## src/rtl/adx112_scan_scheduler.sv

```systemverilog
// Round-robin single-shot scanner for the ADX112 SPI driver; re-tags pipelined readback to the previous frame's channel.
// Latency: begin to next begin = frame + CONV_WAIT_CYCLES + 3 clk; begin is held off while the driver reports busy.
module adx112_scan_scheduler #(
    parameter int          CONV_WAIT_CYCLES = 800000,
    parameter int          TIMEOUT_CYCLES   = 100000,
    parameter logic [2:0]  PGA              = 3'b001,
    parameter logic [2:0]  DR               = 3'b100
) (
    input  logic        clk,
    input  logic        rstn,
    input  logic        scan_en,
    input  logic [3:0]  ch_mask,
    output logic        adx112_begin,
    input  logic        adx112_is_busy,
    output logic [15:0] adx112_config_value,
    input  logic [15:0] adx112_dout,
    input  logic        adx112_dout_valid,
    output logic [15:0] result_data,
    output logic [1:0]  result_ch,
    output logic        result_valid,
    output logic        scan_busy,
    output logic        timeout_err
);

    localparam int CNT_MAX = (CONV_WAIT_CYCLES > TIMEOUT_CYCLES) ? CONV_WAIT_CYCLES : TIMEOUT_CYCLES;
    localparam int CNT_W   = $clog2(CNT_MAX + 1);
    localparam logic [CNT_W-1:0] CW_LAST = CNT_W'(CONV_WAIT_CYCLES - 1);
    localparam logic [CNT_W-1:0] TO_LAST = CNT_W'(TIMEOUT_CYCLES - 1);

    typedef enum logic [2:0] {
        S_IDLE, S_SELECT, S_FLUSH, S_ISSUE, S_WAIT_DONE, S_CONV_WAIT
    } state_t;

    state_t            state_q, state_d;
    logic [1:0]        ch_q, ch_d;
    logic [1:0]        last_ch_q, last_ch_d;
    logic [15:0]       cfg_q, cfg_d;
    logic [CNT_W-1:0]  cnt_q, cnt_d;
    logic              pend_vld_q, pend_vld_d;
    logic [1:0]        pend_ch_q, pend_ch_d;
    logic              flush_q, flush_d;
    logic              begin_q, begin_d;
    logic              res_vld_q, res_vld_d;
    logic [15:0]       res_dat_q, res_dat_d;
    logic [1:0]        res_ch_q, res_ch_d;
    logic              tmo_q, tmo_d;
    logic [1:0]        sel_ch;
    logic              scan_go;

    // First enabled channel strictly after 'last', wrapping; offset 4 lands back on 'last'.
    function automatic logic [1:0] next_ch(input logic [3:0] m, input logic [1:0] last);
        logic [1:0] c;
        next_ch = last;
        for (int i = 4; i >= 1; i--) begin
            c = last + 2'(i);
            if (m[c]) next_ch = c;
        end
    endfunction

    function automatic logic [15:0] cfg_word(input logic [1:0] c);
        cfg_word = {1'b1, 1'b1, c, PGA, 1'b1, DR, 1'b0, 1'b1, 2'b01, 1'b1};
    endfunction

    assign sel_ch  = next_ch(ch_mask, last_ch_q);
    assign scan_go = scan_en && (ch_mask != 4'd0);

    always_comb begin
        state_d    = state_q;
        ch_d       = ch_q;
        last_ch_d  = last_ch_q;
        cfg_d      = cfg_q;
        cnt_d      = cnt_q;
        pend_vld_d = pend_vld_q;
        pend_ch_d  = pend_ch_q;
        flush_d    = flush_q;
        begin_d    = 1'b0;
        res_vld_d  = 1'b0;
        res_dat_d  = res_dat_q;
        res_ch_d   = res_ch_q;
        tmo_d      = 1'b0;
        case (state_q)
            S_IDLE: begin
                // last_ch=3 makes the next search start at AIN0
                last_ch_d = 2'd3;
                flush_d   = 1'b0;
                if (scan_go) state_d = S_SELECT;
            end
            S_SELECT: begin
                if (ch_mask != 4'd0) begin
                    ch_d      = sel_ch;
                    last_ch_d = sel_ch;
                    cfg_d     = cfg_word(sel_ch);
                    flush_d   = 1'b0;
                    state_d   = S_ISSUE;
                end else begin
                    state_d = pend_vld_q ? S_FLUSH : S_IDLE;
                end
            end
            S_FLUSH: begin
                // SS=0 and NOP=00: clock out the last result without starting a conversion
                cfg_d   = {1'b0, cfg_q[14:3], 2'b00, cfg_q[0]};
                flush_d = 1'b1;
                state_d = S_ISSUE;
            end
            S_ISSUE: begin
                if (!adx112_is_busy) begin
                    begin_d = 1'b1;
                    cnt_d   = '0;
                    state_d = S_WAIT_DONE;
                end
            end
            S_WAIT_DONE: begin
                if (adx112_dout_valid) begin
                    res_vld_d = pend_vld_q;
                    if (pend_vld_q) begin
                        res_dat_d = adx112_dout;
                        res_ch_d  = pend_ch_q;
                    end
                    pend_ch_d  = ch_q;
                    pend_vld_d = !flush_q;
                    cnt_d      = '0;
                    state_d    = flush_q ? S_IDLE : S_CONV_WAIT;
                end else if (cnt_q == TO_LAST) begin
                    tmo_d      = 1'b1;
                    pend_vld_d = 1'b0;
                    state_d    = S_IDLE;
                end else begin
                    cnt_d = cnt_q + CNT_W'(1);
                end
            end
            S_CONV_WAIT: begin
                if (cnt_q == CW_LAST) begin
                    cnt_d = '0;
                    if (scan_go)         state_d = S_SELECT;
                    else if (pend_vld_q) state_d = S_FLUSH;
                    else                 state_d = S_IDLE;
                end else begin
                    cnt_d = cnt_q + CNT_W'(1);
                end
            end
            default: state_d = S_IDLE;
        endcase
    end

    always_ff @(posedge clk) begin
        if (!rstn) begin
            state_q    <= S_IDLE;
            ch_q       <= 2'd0;
            last_ch_q  <= 2'd3;
            cfg_q      <= 16'h0000;
            cnt_q      <= '0;
            pend_vld_q <= 1'b0;
            pend_ch_q  <= 2'd0;
            flush_q    <= 1'b0;
            begin_q    <= 1'b0;
            res_vld_q  <= 1'b0;
            res_dat_q  <= 16'h0000;
            res_ch_q   <= 2'd0;
            tmo_q      <= 1'b0;
        end else begin
            state_q    <= state_d;
            ch_q       <= ch_d;
            last_ch_q  <= last_ch_d;
            cfg_q      <= cfg_d;
            cnt_q      <= cnt_d;
            pend_vld_q <= pend_vld_d;
            pend_ch_q  <= pend_ch_d;
            flush_q    <= flush_d;
            begin_q    <= begin_d;
            res_vld_q  <= res_vld_d;
            res_dat_q  <= res_dat_d;
            res_ch_q   <= res_ch_d;
            tmo_q      <= tmo_d;
        end
    end

    assign adx112_begin        = begin_q;
    assign adx112_config_value = cfg_q;
    assign result_valid        = res_vld_q;
    assign result_data         = res_dat_q;
    assign result_ch           = res_ch_q;
    assign timeout_err         = tmo_q;
    assign scan_busy           = (state_q != S_IDLE);

endmodule

```

## config.mk

```make
export PLATFORM = sky130hd
export DESIGN_NAME = adx112_scan_scheduler
export DESIGN_NICKNAME = d
export VERILOG_FILES = /design/src/rtl/adx112_scan_scheduler.sv
export SDC_FILE = /design/constraint.sdc
export NUM_CORES = 1
export LEC_CHECK = 0
export CORE_ASPECT_RATIO = 0.8
export CORE_MARGIN = 2
export CORE_UTILIZATION = 55
export CTS_BUF_LIST = sky130_fd_sc_hd__clkbuf_4
export CTS_CLUSTER_DIAMETER = 60
export CTS_CLUSTER_SIZE = 28
export DETAILED_ROUTE_END_ITERATION = 6
export GPL_TIMING_DRIVEN = 0
export PLACE_DENSITY = 0.93
export SYNTH_ARGS = -nofsm -noshare
export SYNTH_HDL_FRONTEND = slang
export SYNTH_SLANG_ARGS = --single-unit
```

## constraint.sdc

```tcl
create_clock -name clk -period 3.3 [get_ports clk]
set_input_delay 0.66 -clock clk [delete_from_list [all_inputs] [get_ports clk]]
set_output_delay 0.66 -clock clk [all_outputs]
set_load 0.01 [all_outputs]
```

==> results.toml <==
[sta]
tightest_slew_ps = 1210
grt_setup_unrepaired = "false"
timing.final.hold_violations = 0
setup_tns_ps = 0
drv_slew = 0
clock_skew_ps = 12.1
fin_crit_sh_pct = 78.6
period_needed_ps = 2590
setup_viol = 0
max_freq_ghz = 0.385
max_slew_margin_pct = 18.3
setup_ws_ps = 706

[cts]
cts_hold_buffers = 0
cts_root_buffer = "clkbuf_4"
post_cts_resize_count = 0
clock_path_buffers = 2
cts_tree = "yes"
h-tree-depth = 2
path_clk_slew_ps = 160
cts_sinks = 56
postCtsSetupBuffers = 0
clk_latency_ps = 390
numCtsBuffers = 5

[setup_path]
cp.required_ps = 2640
cp_top_family = "buffers and inverters"
endpoint = "scan_busy"
start_kind = "register"
path_max_fanout = 10
slowest_stage = "clkdlybuf4s50_1"
rr_worst_depth = 7
cp.buffers_inverters = 3
rrSetupSlack_ps = 890
critPathKind = "reg2out"
crit_chain = "buf_2 -> nor3_1 -> inv_1 -> clkdlybuf4s50_1"
worst-endpoint-arrival_ps = 1930
crit_start = "state_q[0]$_SDFFE_PN0P_"
cp.depth = 4
r2r-start = "cnt_q[0]$_SDFFE_PN0P_"
critical-path-max-stage-delay_ps = 490
r2r_end = "cnt_q[14]$_SDFFE_PN0P_"
end_kind = "output pin"

[grt]
grt_overflow = 0
grt_usage_pct = 23.8
grt_pass1_vias = 2356
antenna_found_initial = 0
grt_first_pass_wirelength_mm = 10.6
grt_max_degree = 18

[status]
outcome = "completed"

[synthesis]
ys_ff_latch = 56
synthCells = 333
synth_cell_type_count = 55
synth_edf_count = 0
synth_fa_ha_area_share_pct = 0.453
netlist_area_sq_mm = 0.00276
ys_seq_area_share_pct = 40.6
synth_top_family_by_area = "simple AND/OR/NAND/NOR gates"
synth_mux_area_share_pct = 0.724
synth_compound_area_share_pct = 16.9
yosys.area_share.simple_pct = 30.1
ys_warn_count = 0
postSynthAreaPerCell_sq_um = 8.30
async_flop_share_pct = 0
synth_xor_area_share_pct = 3.49
synth_ff_type = "dfxtp_1"

[final_layout]
final_area_sq_mm = 0.00350
diodes = 0
drive_above_1_share_pct = 11.9
finish.utilization_pct = 71.1
area_growth_pct = 26.7
fin_nets = 427

[hold_path]
hold_path_class = "reg2reg"

[die]
die_h_microns = 67.4
dieArea_sq_mm = 0.00561
io_pins = 63
start_util_pct = 56.2
num_rows = 23
core_sq_mm = 0.00492
die_width_microns = 83.3

[detailed_routing]
wire_per_inst_microns = 14.4
drt_iter0_markers = 304
drcViolationCount = 0
vias = 2691
antenna_left = 0
viasPerCell = 5.80
routed_wl_mm = 6.68
firstDrtPassIters = 5

[place]
place.gp.congestion = 0.915
dp_hpwl_mm = 4.95
post-place-ws_ps = 530
portBuffers = 56
dpl_cell_area_sq_mm = 0.00342

[pwr]
powerDensity_mw_per_mm2 = 374
p_leak_uw = 0.00120
p_total_uw = 1310
vdd_drop_max_uv = 300

[flow_run]
maxCapViolCount = 0
==> cell families after synthesis <==
kind of cell / count (synthesis)
multiplexers: 2
AO/OA/AOI/OAI: 66
flip-flops: 56
other: 1
AND/OR/NAND/NOR: 159
XOR/XNOR: 11
buffers and inverters: 37
adder cells (fa/ha/maj): 1
==> where the power goes <==
| group | leakage (uW) | switching [uW] | internal [uW] |
|---|---|---|---|
| sequential | 0.000453 | 15.1 | 696 |
| combinational | 0.000702 | 113 | 118 |
| clock | 0.0000428 | 210 | 159 |
| total | 0.00120 | 339 | 972 |
==> layer usage <==
metal | global-route usage, % | wire length (microns) | vias to the layer above
met4 | 9.63 | 141 | 0
met2 | 39.0 | 3040 | 128
met3 | 5.99 | 511 | 16
li1 | - | - | 1306
met5 | 0 | 0 | -
met1 | 30.5 | 2980 | 1241
==> worst min-delay path by stage <==
| stage | start | end | slack, ps | cells after the start |
|---|---|---|---|---|
| after floorplan | pend_ch_q[0]$_SDFFE_PN0P_ | result_ch[0]$_SDFFE_PN0P_ | 430 | 2 |
| after global placement | result_data[2]$_SDFFE_PN0P_ | result_data[2]$_SDFFE_PN0P_ | 440 | 2 |
| after detailed placement | pend_ch_q[0]$_SDFFE_PN0P_ | result_ch[0]$_SDFFE_PN0P_ | 440 | 2 |
| after CTS | pend_ch_q[0]$_SDFFE_PN0P_ | result_ch[0]$_SDFFE_PN0P_ | 450 | 2 |
| after global routing | pend_ch_q[0]$_SDFFE_PN0P_ | result_ch[0]$_SDFFE_PN0P_ | 480 | 2 |
| final | pend_ch_q[0]$_SDFFE_PN0P_ | result_ch[0]$_SDFFE_PN0P_ | 450 | 2 |
==> flip-flops by register name, indices dropped and copies added (netlist names) <==
signal / cells
cnt_q: 20
result_data: 16
adx112_config_value: 4
state_q: 3
ch_q: 2
last_ch_q: 2
pend_ch_q: 2
result_ch: 2
adx112_begin: 1
flush_q: 1
pend_vld_q: 1
result_valid: 1
timeout_err: 1
==> placed cells by master, fill, tap and decap left out, drive strengths merged, types with 2 or more instances in the layout <==
cell,synthesis,layout
or3,4,4
clkbuf,11,16
a311oi,2,2
o211ai,2,2
and3,7,7
o21ai,15,15
o31ai,2,2
nand2,56,56
nor4,6,6
a21boi,3,3
dfxtp,56,56
mux2i,2,2
nand2b,6,6
a31oi,3,3
nand3,6,6
nand4,15,15
or4b,2,2
clkinv,0,2
buf,19,19
and2,3,3
inv,7,7
clkdlybuf4s50,0,56
nor2b,3,3
conb,1,6
xor2,11,11
nor3,19,19
a21oi,27,27
a211oi,4,4
nand4b,2,2
nand3b,3,3
nor3b,3,3
nor2,19,19
==> synthesized netlist by cell type, drive strengths merged (2+ instances only) <==
cell type	number	area share, %
dfxtp	56	41
nand2	56	7.6
a21oi	27	5.0
buf	19	5.2
nor2	19	2.6
nor3	19	3.4
nand4	15	3.6
o21ai	15	3.5
clkbuf	11	1.5
xor2	11	3.5
and3	7	1.6
inv	7	0.95
nand2b	6	1.4
nand3	6	1.1
nor4	6	1.4
a211oi	4	1.8
or3	4	1.2
a21boi	3	0.95
a31oi	3	0.68
and2	3	0.68
nand3b	3	0.81
nor2b	3	0.68
nor3b	3	0.81
a311oi	2	0.63
mux2i	2	0.72
nand4b	2	0.63
o211ai	2	0.54
o31ai	2	1.2
or4b	2	0.72
==> layout make-up <==
| type | count | area (sq um) |
|---|---|---|
| multi-input combinational | 245 | 1450 |
| clock inverter | 3 | 42.5 |
| inverter | 7 | 26.3 |
| fill | 377 | 1420 |
| clock buffer | 5 | 37.5 |
| tap | 62 | 77.6 |
| buffer | 30 | 186 |
| sequential | 56 | 1120 |
| timing repair buffer | 56 | 561 |
==> metrics by stage <==
stage	hold slack, ps	cells
finish	452	464
global route	483	464
floorplan	431	338
global placement	441	456
CTS	452	464
detailed placement	442	456
==> worst min-delay path, stage by stage, from the launching register on <==
cell	delay, ps
dfxtp_1	340
nand2_1	50
a21oi_1	50
Power figures use the tool's default switching activity.
